===== config.mk =====
export PLATFORM = sky130hd
export DESIGN_NAME = exc_source_ctrl_flat
export DESIGN_NICKNAME = d
export VERILOG_FILES = /design/src/rtl/exc_source_ctrl_pkg.sv /design/src/rtl/exc_source_ctrl_if.sv /design/src/rtl/exc_timer.sv /design/src/rtl/exc_source_ctrl.sv /design/src/flat_wrapper.sv
export SDC_FILE = /design/constraint.sdc
export NUM_CORES = 1
export LEC_CHECK = 0
export ABC_AREA = 1
export CAP_MARGIN = 25
export CELL_PAD_IN_SITES_DETAIL_PLACEMENT = 1
export CELL_PAD_IN_SITES_GLOBAL_PLACEMENT = 1
export CORE_MARGIN = 2
export CORE_UTILIZATION = 25
export DETAILED_ROUTE_END_ITERATION = 16
export PLACE_DENSITY_LB_ADDON = 0.2
export SLEW_MARGIN = 15
export SYNTH_ARGS = -nofsm -noshare
export SYNTH_HDL_FRONTEND = slang
export SYNTH_SLANG_ARGS = --single-unit
export TNS_END_PERCENT = 30

===== constraint.sdc =====
create_clock -name clk -period 0.9 [get_ports clk]
set_input_delay 0.135 -clock clk [delete_from_list [all_inputs] [get_ports clk]]
set_output_delay 0.135 -clock clk [all_outputs]
set_load 0.01 [all_outputs]

===== src/rtl/exc_source_ctrl_pkg.sv =====
// Cause codes, source indices and FSM state encoding shared by exc_source_ctrl and its bench.
package exc_pkg;

  localparam logic [3:0] EXC_NONE   = 4'b0000;
  localparam logic [3:0] EXC_INVOP  = 4'b0001;
  localparam logic [3:0] EXC_EXTIRQ = 4'b0010;
  localparam logic [3:0] EXC_TIMER  = 4'b0011;

  localparam int NUM_SRC   = 3;
  localparam int SRC_INVOP = 0;
  localparam int SRC_EXT   = 1;
  localparam int SRC_TMR   = 2;

  typedef enum logic [1:0] {
    IDLE    = 2'd0,
    REQ     = 2'd1,
    HANDLER = 2'd2
  } state_e;

endpackage


===== src/rtl/exc_source_ctrl_if.sv =====
// Event inputs and request/status outputs between the core and exc_source_ctrl.
interface exc_source_ctrl_if;
  import exc_pkg::*;

  logic               InvalidOp_D;
  logic               ExtIRQ;
  logic               ExcAck;
  logic               ERet;
  logic               Exc;
  logic [3:0]         EStatus;
  logic [NUM_SRC-1:0] Pending;
  logic               Overrun;

  modport master (
    output InvalidOp_D, ExtIRQ, ExcAck, ERet,
    input  Exc, EStatus, Pending, Overrun
  );

  modport slave (
    input  InvalidOp_D, ExtIRQ, ExcAck, ERet,
    output Exc, EStatus, Pending, Overrun
  );
endinterface


===== src/rtl/exc_timer.sv =====
// Free-running 0..TIMER_PERIOD-1 counter; wrap_o is high in the cycle the count wraps to 0.
module exc_timer #(
  parameter int TIMER_PERIOD = 1000
) (
  input  logic clk,
  input  logic reset,
  output logic wrap_o
);

  localparam int CW = $clog2(TIMER_PERIOD);
  localparam logic [CW-1:0] LAST = CW'(TIMER_PERIOD - 1);

  logic [CW-1:0] cnt_q, cnt_d;

  always_comb begin
    wrap_o = (cnt_q == LAST);
    cnt_d  = wrap_o ? '0 : cnt_q + CW'(1);
  end

  always_ff @(posedge clk) begin
    if (reset) cnt_q <= '0;
    else       cnt_q <= cnt_d;
  end

endmodule


===== src/rtl/exc_source_ctrl.sv =====
// Exception source controller: latches invop/ext/timer events, raises Exc by fixed priority.
// Optional internal timer source is built only when EXC_TIMER_EN is defined.
module exc_source_ctrl
  import exc_pkg::*;
#(
  parameter int TIMER_PERIOD = 1000
) (
  input logic              clk,
  input logic              reset,
  exc_source_ctrl_if.slave bus
);

  state_e             state_q, state_d;
  logic [NUM_SRC-1:0] pend_q, pend_d;
  logic [3:0]         estatus_q, estatus_d;
  logic               ovr_q, ovr_d;
  logic               ext_q;

  logic               ext_evt;
  logic               tmr_evt;
  logic [NUM_SRC-1:0] evt;
  logic [NUM_SRC-1:0] clr;
  logic [NUM_SRC-1:0] seen;
  logic               new_ovr;

  function automatic logic [3:0] prio_cause(input logic [NUM_SRC-1:0] src);
    logic [3:0] c;
    if (src[SRC_INVOP])    c = EXC_INVOP;
    else if (src[SRC_EXT]) c = EXC_EXTIRQ;
    else if (src[SRC_TMR]) c = EXC_TIMER;
    else                   c = EXC_NONE;
    return c;
  endfunction

  function automatic logic [NUM_SRC-1:0] cause_mask(input logic [3:0] cause);
    logic [NUM_SRC-1:0] m;
    m            = '0;
    m[SRC_INVOP] = (cause == EXC_INVOP);
    m[SRC_EXT]   = (cause == EXC_EXTIRQ);
    m[SRC_TMR]   = (cause == EXC_TIMER);
    return m;
  endfunction

`ifdef EXC_TIMER_EN
  exc_timer #(
    .TIMER_PERIOD(TIMER_PERIOD)
  ) u_timer (
    .clk   (clk),
    .reset (reset),
    .wrap_o(tmr_evt)
  );
`else
  logic unused_period;
  assign unused_period = |TIMER_PERIOD;
  assign tmr_evt       = 1'b0;
`endif

  always_comb begin
    ext_evt        = bus.ExtIRQ & ~ext_q;
    evt            = '0;
    evt[SRC_INVOP] = bus.InvalidOp_D;
    evt[SRC_EXT]   = ext_evt;
    evt[SRC_TMR]   = tmr_evt;

    // An ack retires only the cause being presented; a same-cycle refire of it wins.
    clr = '0;
    if (state_q == REQ && bus.ExcAck) clr = cause_mask(estatus_q);

    pend_d    = (pend_q & ~clr) | evt;
    new_ovr   = |(evt & pend_q & ~clr);
    ovr_d     = ovr_q | new_ovr;
    seen      = pend_q | evt;
    state_d   = state_q;
    estatus_d = estatus_q;

    case (state_q)
      IDLE: begin
        if (|seen) begin
          state_d   = REQ;
          estatus_d = prio_cause(seen);
        end
      end
      REQ: begin
        if (bus.ExcAck) state_d = HANDLER;
      end
      HANDLER: begin
        if (bus.ERet) begin
          state_d = IDLE;
          ovr_d   = new_ovr;
        end
      end
      default: state_d = IDLE;
    endcase
  end

  always_ff @(posedge clk) begin
    if (reset) begin
      state_q   <= IDLE;
      pend_q    <= '0;
      estatus_q <= EXC_NONE;
      ovr_q     <= 1'b0;
      ext_q     <= 1'b0;
    end else begin
      state_q   <= state_d;
      pend_q    <= pend_d;
      estatus_q <= estatus_d;
      ovr_q     <= ovr_d;
      ext_q     <= bus.ExtIRQ;
    end
  end

  assign bus.Exc     = (state_q == REQ);
  assign bus.EStatus = estatus_q;
  assign bus.Pending = pend_q;
  assign bus.Overrun = ovr_q;

endmodule


===== src/flat_wrapper.sv =====
// flat-port wrapper written by rule: the top's interface ports become plain ports
module exc_source_ctrl_flat import exc_pkg::*;
#(
  parameter int TIMER_PERIOD = 1000
)
  (clk, reset, bus_InvalidOp_D, bus_ExtIRQ, bus_ExcAck, bus_ERet, bus_Exc, bus_EStatus, bus_Pending, bus_Overrun);
  exc_source_ctrl_if bus_i ();
  input logic clk;
  input logic reset;
  input wire logic [$bits(bus_i.InvalidOp_D)-1:0] bus_InvalidOp_D;
  input wire logic [$bits(bus_i.ExtIRQ)-1:0] bus_ExtIRQ;
  input wire logic [$bits(bus_i.ExcAck)-1:0] bus_ExcAck;
  input wire logic [$bits(bus_i.ERet)-1:0] bus_ERet;
  output wire logic [$bits(bus_i.Exc)-1:0] bus_Exc;
  output wire logic [$bits(bus_i.EStatus)-1:0] bus_EStatus;
  output wire logic [$bits(bus_i.Pending)-1:0] bus_Pending;
  output wire logic [$bits(bus_i.Overrun)-1:0] bus_Overrun;
  assign bus_i.InvalidOp_D = bus_InvalidOp_D;
  assign bus_i.ExtIRQ = bus_ExtIRQ;
  assign bus_i.ExcAck = bus_ExcAck;
  assign bus_i.ERet = bus_ERet;
  assign bus_Exc = bus_i.Exc;
  assign bus_EStatus = bus_i.EStatus;
  assign bus_Pending = bus_i.Pending;
  assign bus_Overrun = bus_i.Overrun;
  exc_source_ctrl #(.TIMER_PERIOD(TIMER_PERIOD)) u_core (.clk(clk), .reset(reset), .bus(bus_i));
endmodule

# Word-level counts from Yosys, hierarchy flattened
# Index checks and enable logic that the tools add are counted.
word_totals:
  ff_bits: 11
  in_bits: 6
  out_inout_bits: 9
  wordCells: 38
op_classes:
  n_eq_ne: 8
  n_mux: 10
  bitwise: 9
  n_reduce_logical: 6
ops:
  columns: ["cell", "count"]
  rows:
  - ["4-bit by 2-bit == test with 1-bit output, second input constant", 2]
  - ["2-bit two-way mux", 4]
  - ["4-bit two-way mux", 2]
  - ["3-bit bitwise AND", 2]
  - ["3-bit by 2-bit OR with 3-bit output", 2]
  - ["2-bit one-hot mux with 3 select lines", 1]
  - ["3-bit OR reduction", 2]
  - ["4-bit by 1-bit == test with 1-bit output, second input constant", 1]
  - ["2-bit != test, second input constant", 2]
  - ["2-bit by 3-bit bitwise AND with 3-bit output", 1]
  - ["3-bit two-way mux", 1]
  - ["3-bit NOT", 1]
  - ["3-bit AND reduction", 1]
  - ["2-bit by 1-bit == test with 1-bit output, second input constant", 1]
  - ["2-bit == test, second input constant", 1]
  - ["2-bit zero test", 1]
  - ["1-bit two-way mux", 2]
  - ["2-bit by 1-bit != test with 1-bit output, second input constant", 1]
  - ["2-bit AND reduction", 1]
  - ["1-bit bitwise AND", 1]
  - ["1-bit logical AND", 1]
  - ["1-bit NOT", 1]
  - ["1-bit OR", 1]

# Longest topological paths before layout
depth:
  word_depth: 9
  mapped_depth: 7
  depth_no_buf: 7

# Worst setup path before layout
# OpenSTA, ideal clock, no wires.
synth_timing:
  path_type: "register to register"
  from: "reg u_core.pend_q[0], in the netlist u_core.bus.Pending[0]"
  to: "reg u_core.estatus_q[1], in the netlist u_core.bus.EStatus[1]"
  t_arrival_ns: 0.774
  path_slack_ns: 0.002
  path_stages_with_launch: 5
  n_path_buf: 0
  period_less_slack_ns: 0.898
  cell_sequence: "dfxtp_1 nor2_2 nand2_1 o21ai_2 a21oi_1"
synth_between:
  elab_chain_len: 3
synth_rtl:
  columns: ["item", "line", "rtl"]
  rows:
  - ["start: declaration", "exc_source_ctrl.sv:14", "logic [NUM_SRC-1:0] pend_q, pend_d;"]
  - ["start signal: assignment", "exc_source_ctrl.sv:105", "pend_q <= pend_d;"]
  - ["3-bit by 2-bit OR with 3-bit output (*)", "exc_source_ctrl.sv:72", "seen = pend_q | evt;"]
  - ["3-bit OR reduction", "exc_source_ctrl.sv:78", "if (|seen) begin"]
  - ["2-bit AND reduction (no line)", null, null]
  - ["end signal: assignment", "exc_source_ctrl.sv:106", "estatus_q <= estatus_d;"]
  - ["end: declaration", "exc_source_ctrl.sv:15", "logic [3:0] estatus_q, estatus_d;"]
# Mark *: on every way between the ends. The rest lies on a longest branch, timed or not.
# A chain may end at the register's enable or synchronous reset.

# Final worst setup path
layout_timing:
  from: "reg u_core.state_q[0]"
  to: "reg u_core.ovr_q, in the netlist u_core.bus.Overrun"
layout_between:
  elab_chain_len: 9
layout_rtl:
  columns: ["item", "line", "rtl"]
  rows:
  - ["start: declaration", "exc_source_ctrl.sv:13", "state_e state_q, state_d;"]
  - ["start signal: assignment", "exc_source_ctrl.sv:104", "state_q <= state_d;"]
  - ["2-bit by 1-bit == test with 1-bit output", "exc_source_ctrl.sv:67", "if (state_q == REQ && bus.ExcAck) clr = cause_mask(estatus_q);"]
  - ["1-bit logical AND", "exc_source_ctrl.sv:67", null]
  - ["3-bit two-way mux", "exc_source_ctrl.sv:67", null]
  - ["3-bit NOT", "exc_source_ctrl.sv:70", "new_ovr = |(evt & pend_q & ~clr);"]
  - ["3-bit bitwise AND", "exc_source_ctrl.sv:70", null]
  - ["3-bit OR reduction", "exc_source_ctrl.sv:70", null]
  - ["1-bit OR", "exc_source_ctrl.sv:71", "ovr_d = ovr_q | new_ovr;"]
  - ["1-bit two-way mux", "exc_source_ctrl.sv:87", "if (bus.ERet) begin"]
  - ["1-bit two-way mux (*)", "exc_source_ctrl.sv:76", "case (state_q)"]
  - ["end signal: assignment", "exc_source_ctrl.sv:107", "ovr_q <= ovr_d;"]
  - ["end: declaration", "exc_source_ctrl.sv:16", "logic ovr_q, ovr_d;"]
# Marked as above.

==> results.yml <==
layout:
  final_cell_area_sq_um: 651
  drive_gt1_share_pct: 44.4
  post-route-util_pct: 42.2
  layout_common_cells: "inv_1, nand2_1, buf_2"
  fin_cells: 97
  final_common_cell: "inv_1"
  syn_to_final_growth_pct: 56.2
  insertedDiodeCount: 0
  finalNetCount: 88
timing:
  fin_crit_sh_pct: 110
  slew_viol_final: 0
  rsz0062_at_grt: "yes"
  fmax_ghz: 1.01
  hold_violations: 0
  fin_skew_ps: 2.24
  hold_slack_ps: 399
  finalCriticalPeriod_ps: 991
  setup_violations: 5
  fin_ws_ps: -91.0
  fin_tns_setup_ps: -222
logic_synthesis:
  synthTopCellsByArea: "dfxtp_1, inv_1, nand2_1, a21oi_1, nor3_1"
  yosysWarnings: 0
  synth_area_per_cell_sq_um: 7.31
  synth_area_leader_cell: "dfxtp_1"
  synth.distinct_cells: 18
  ys_ff_latch: 9
  syn_area_sq_um: 417
  synth_top_area_share_pct: 43.2
  syn_inst: 57
  yosysSeqAreaShare_pct: 43.2
setup_path:
  worst-endpoint-required_ps: 1060
  slowest_delay_ps: 350
  path_cells: "buf_6, nand3_4, o21ai_2, nand3_1, nand2_1, inv_1"
  critPathCaptureType: "register"
  rrSetupSlack_ps: -90
  worstSetupPathType: "reg -> reg"
  r2r-start: "u_core.state_q[0]"
  crit_fanout: 6
  arrival_ps: 1150
  r2r-end: "u_core.bus.Overrun"
  crit_path_start_kind: "register"
  cp-startpoint: "u_core.state_q[0]"
  slowest_stage: "dfxtp_2"
  ff2ff_path_depth: 6
global_routing:
  grt_pass1_vias: 469
  grt_max_degree: 7
  antenna_found_initial: 0
  grtUsageTotal_pct: 13.3
  overflow: 0
  grt_pass1_wl_mm: 1.92
drt:
  vias: 426
  firstDrtPassIters: 3
  routed_wirelength_mm: 1.07
  drt-wirelength-per-cell_microns: 11.0
  avgViaCountPerCell: 4.39
  drc: 0
  drtAntennaViolNets: 0
  drtIter0Drc: 2
floorplan:
  initial_core_util_pct: 27.0
  io_pins: 15
  coreArea_sq_mm: 0.00154
  dieHeight_microns: 44.8
  die_w_microns: 44.8
  die_area_sq_mm: 0.00201
  num_rows: 14
placed_design:
  pre_cts_slack_ps: -401
  io_buffer_count: 12
  post-place-cells: 93
  place_area_sq_um: 613
  place_hpwl_microns: 844
  gp_congestion: 0.721
cts:
  cts_root_buf: "clkbuf_4"
  postCtsHoldBufs: 0
  htree_levels: 1
  postCtsSetupBuffers: 0
  cts_tree: "built"
  cts.path.max_buffers: 2
  cts_sinks: 9
  clk_latency_ps: 260
  cts_buffers: 3
  path_clk_slew_ps: 60
power_and_ir_drop:
  power.internal_mw: 0.746
  irDropWorstVdd_mv: 0.713
  p_leak_nw: 0.306
  total_power_mw: 1.06
  p_sw_share_pct: 29.5
  power.switching_mw: 0.313
  power.density_mw_per_mm2: 1630
  p_comb_share_pct: 26.7
  pwr-share-clk_pct: 29.6
  seq_power_share_pct: 43.8
worst_hold_path:
  worstHoldStart: "bus_InvalidOp_D"
  hp-class: "in -> reg"
  worstHoldEndpoint: "u_core.bus.Pending[0]"
  whs_path_depth: 3
run_status:
  violations: "setup timing"
  status: "finished, violations left"
job:
  drv_cap: 0
flip-flops by register name, indices dropped and copies added, names as in the netlist:
signal,cells
u_core.bus.EStatus,2
u_core.bus.Overrun,1
u_core.bus.Pending,3
u_core.ext_q,1
u_core.state_q,2
Yosys cell counts (all sizes together):
| cell type | n |
|---|---|
| inv | 11 |
| nand2 | 10 |
| dfxtp | 9 |
| a21oi | 5 |
| nand3 | 4 |
| nor2 | 4 |
| nor3 | 4 |
| o21ai | 3 |
| buf | 2 |
| conb | 1 |
| nand3b | 1 |
| o21bai | 1 |
| o31ai | 1 |
| or2 | 1 |
worst max path at each step:
stage | endpoint | depth (start not counted)
2_1_floorplan | u_core.bus.EStatus[1] | 4
3_3_place_gp | u_core.bus.EStatus[0] | 5
3_5_place_dp | u_core.bus.EStatus[1] | 5
4_1_cts | bus_Exc | 4
5_1_grt | u_core.bus.Overrun | 6
6_report | u_core.bus.Overrun | 6
power by group through the flow:
stage                     combinational, mW  sequential, mW  clock (mW)
final                                 0.282           0.464       0.313
after global routing                  0.314           0.469       0.349
after CTS                             0.269           0.462       0.323
after detailed placement              0.284           0.464           0
after global placement                0.282           0.462           0
after floorplan                       0.112           0.476           0
critical path, delay by kind of cell (launching register included):
kind	cells	cell delay [ps]
flops	1	350
simple gates	3	250
compound gates	1	150
buf+inv	2	150
per-layer routing:
layer	up-vias	global-route usage [%]	part of all wire [%]
met4	0	7.06	1.2
met5	-	0	0
met2	8	19.7	48
li1	224	-	-
met1	192	17.2	45
met3	2	4.00	5.7
area by class of cell:
type                       instances  area [sq um]
fill                             202           891
multi-input combinational         36           213
sequential                         9           188
timing repair buffer              21           163
inverter                          11          41.3
clock buffer                       4          26.3
tap                               16          20.0
cells by family after synthesis:
family	synth area share, %
other cells	0.900
flops	43.2
simple gates	27.3
compound gates	15.0
buf+inv	13.5
repair_timing:
item / 4_1_cts / 5_1_grt
resized for setup: 40 / 8
pin swaps: 1 / 3
endpoints found under the setup margin: 14 / 9
(Power assumes the default switching activity.)
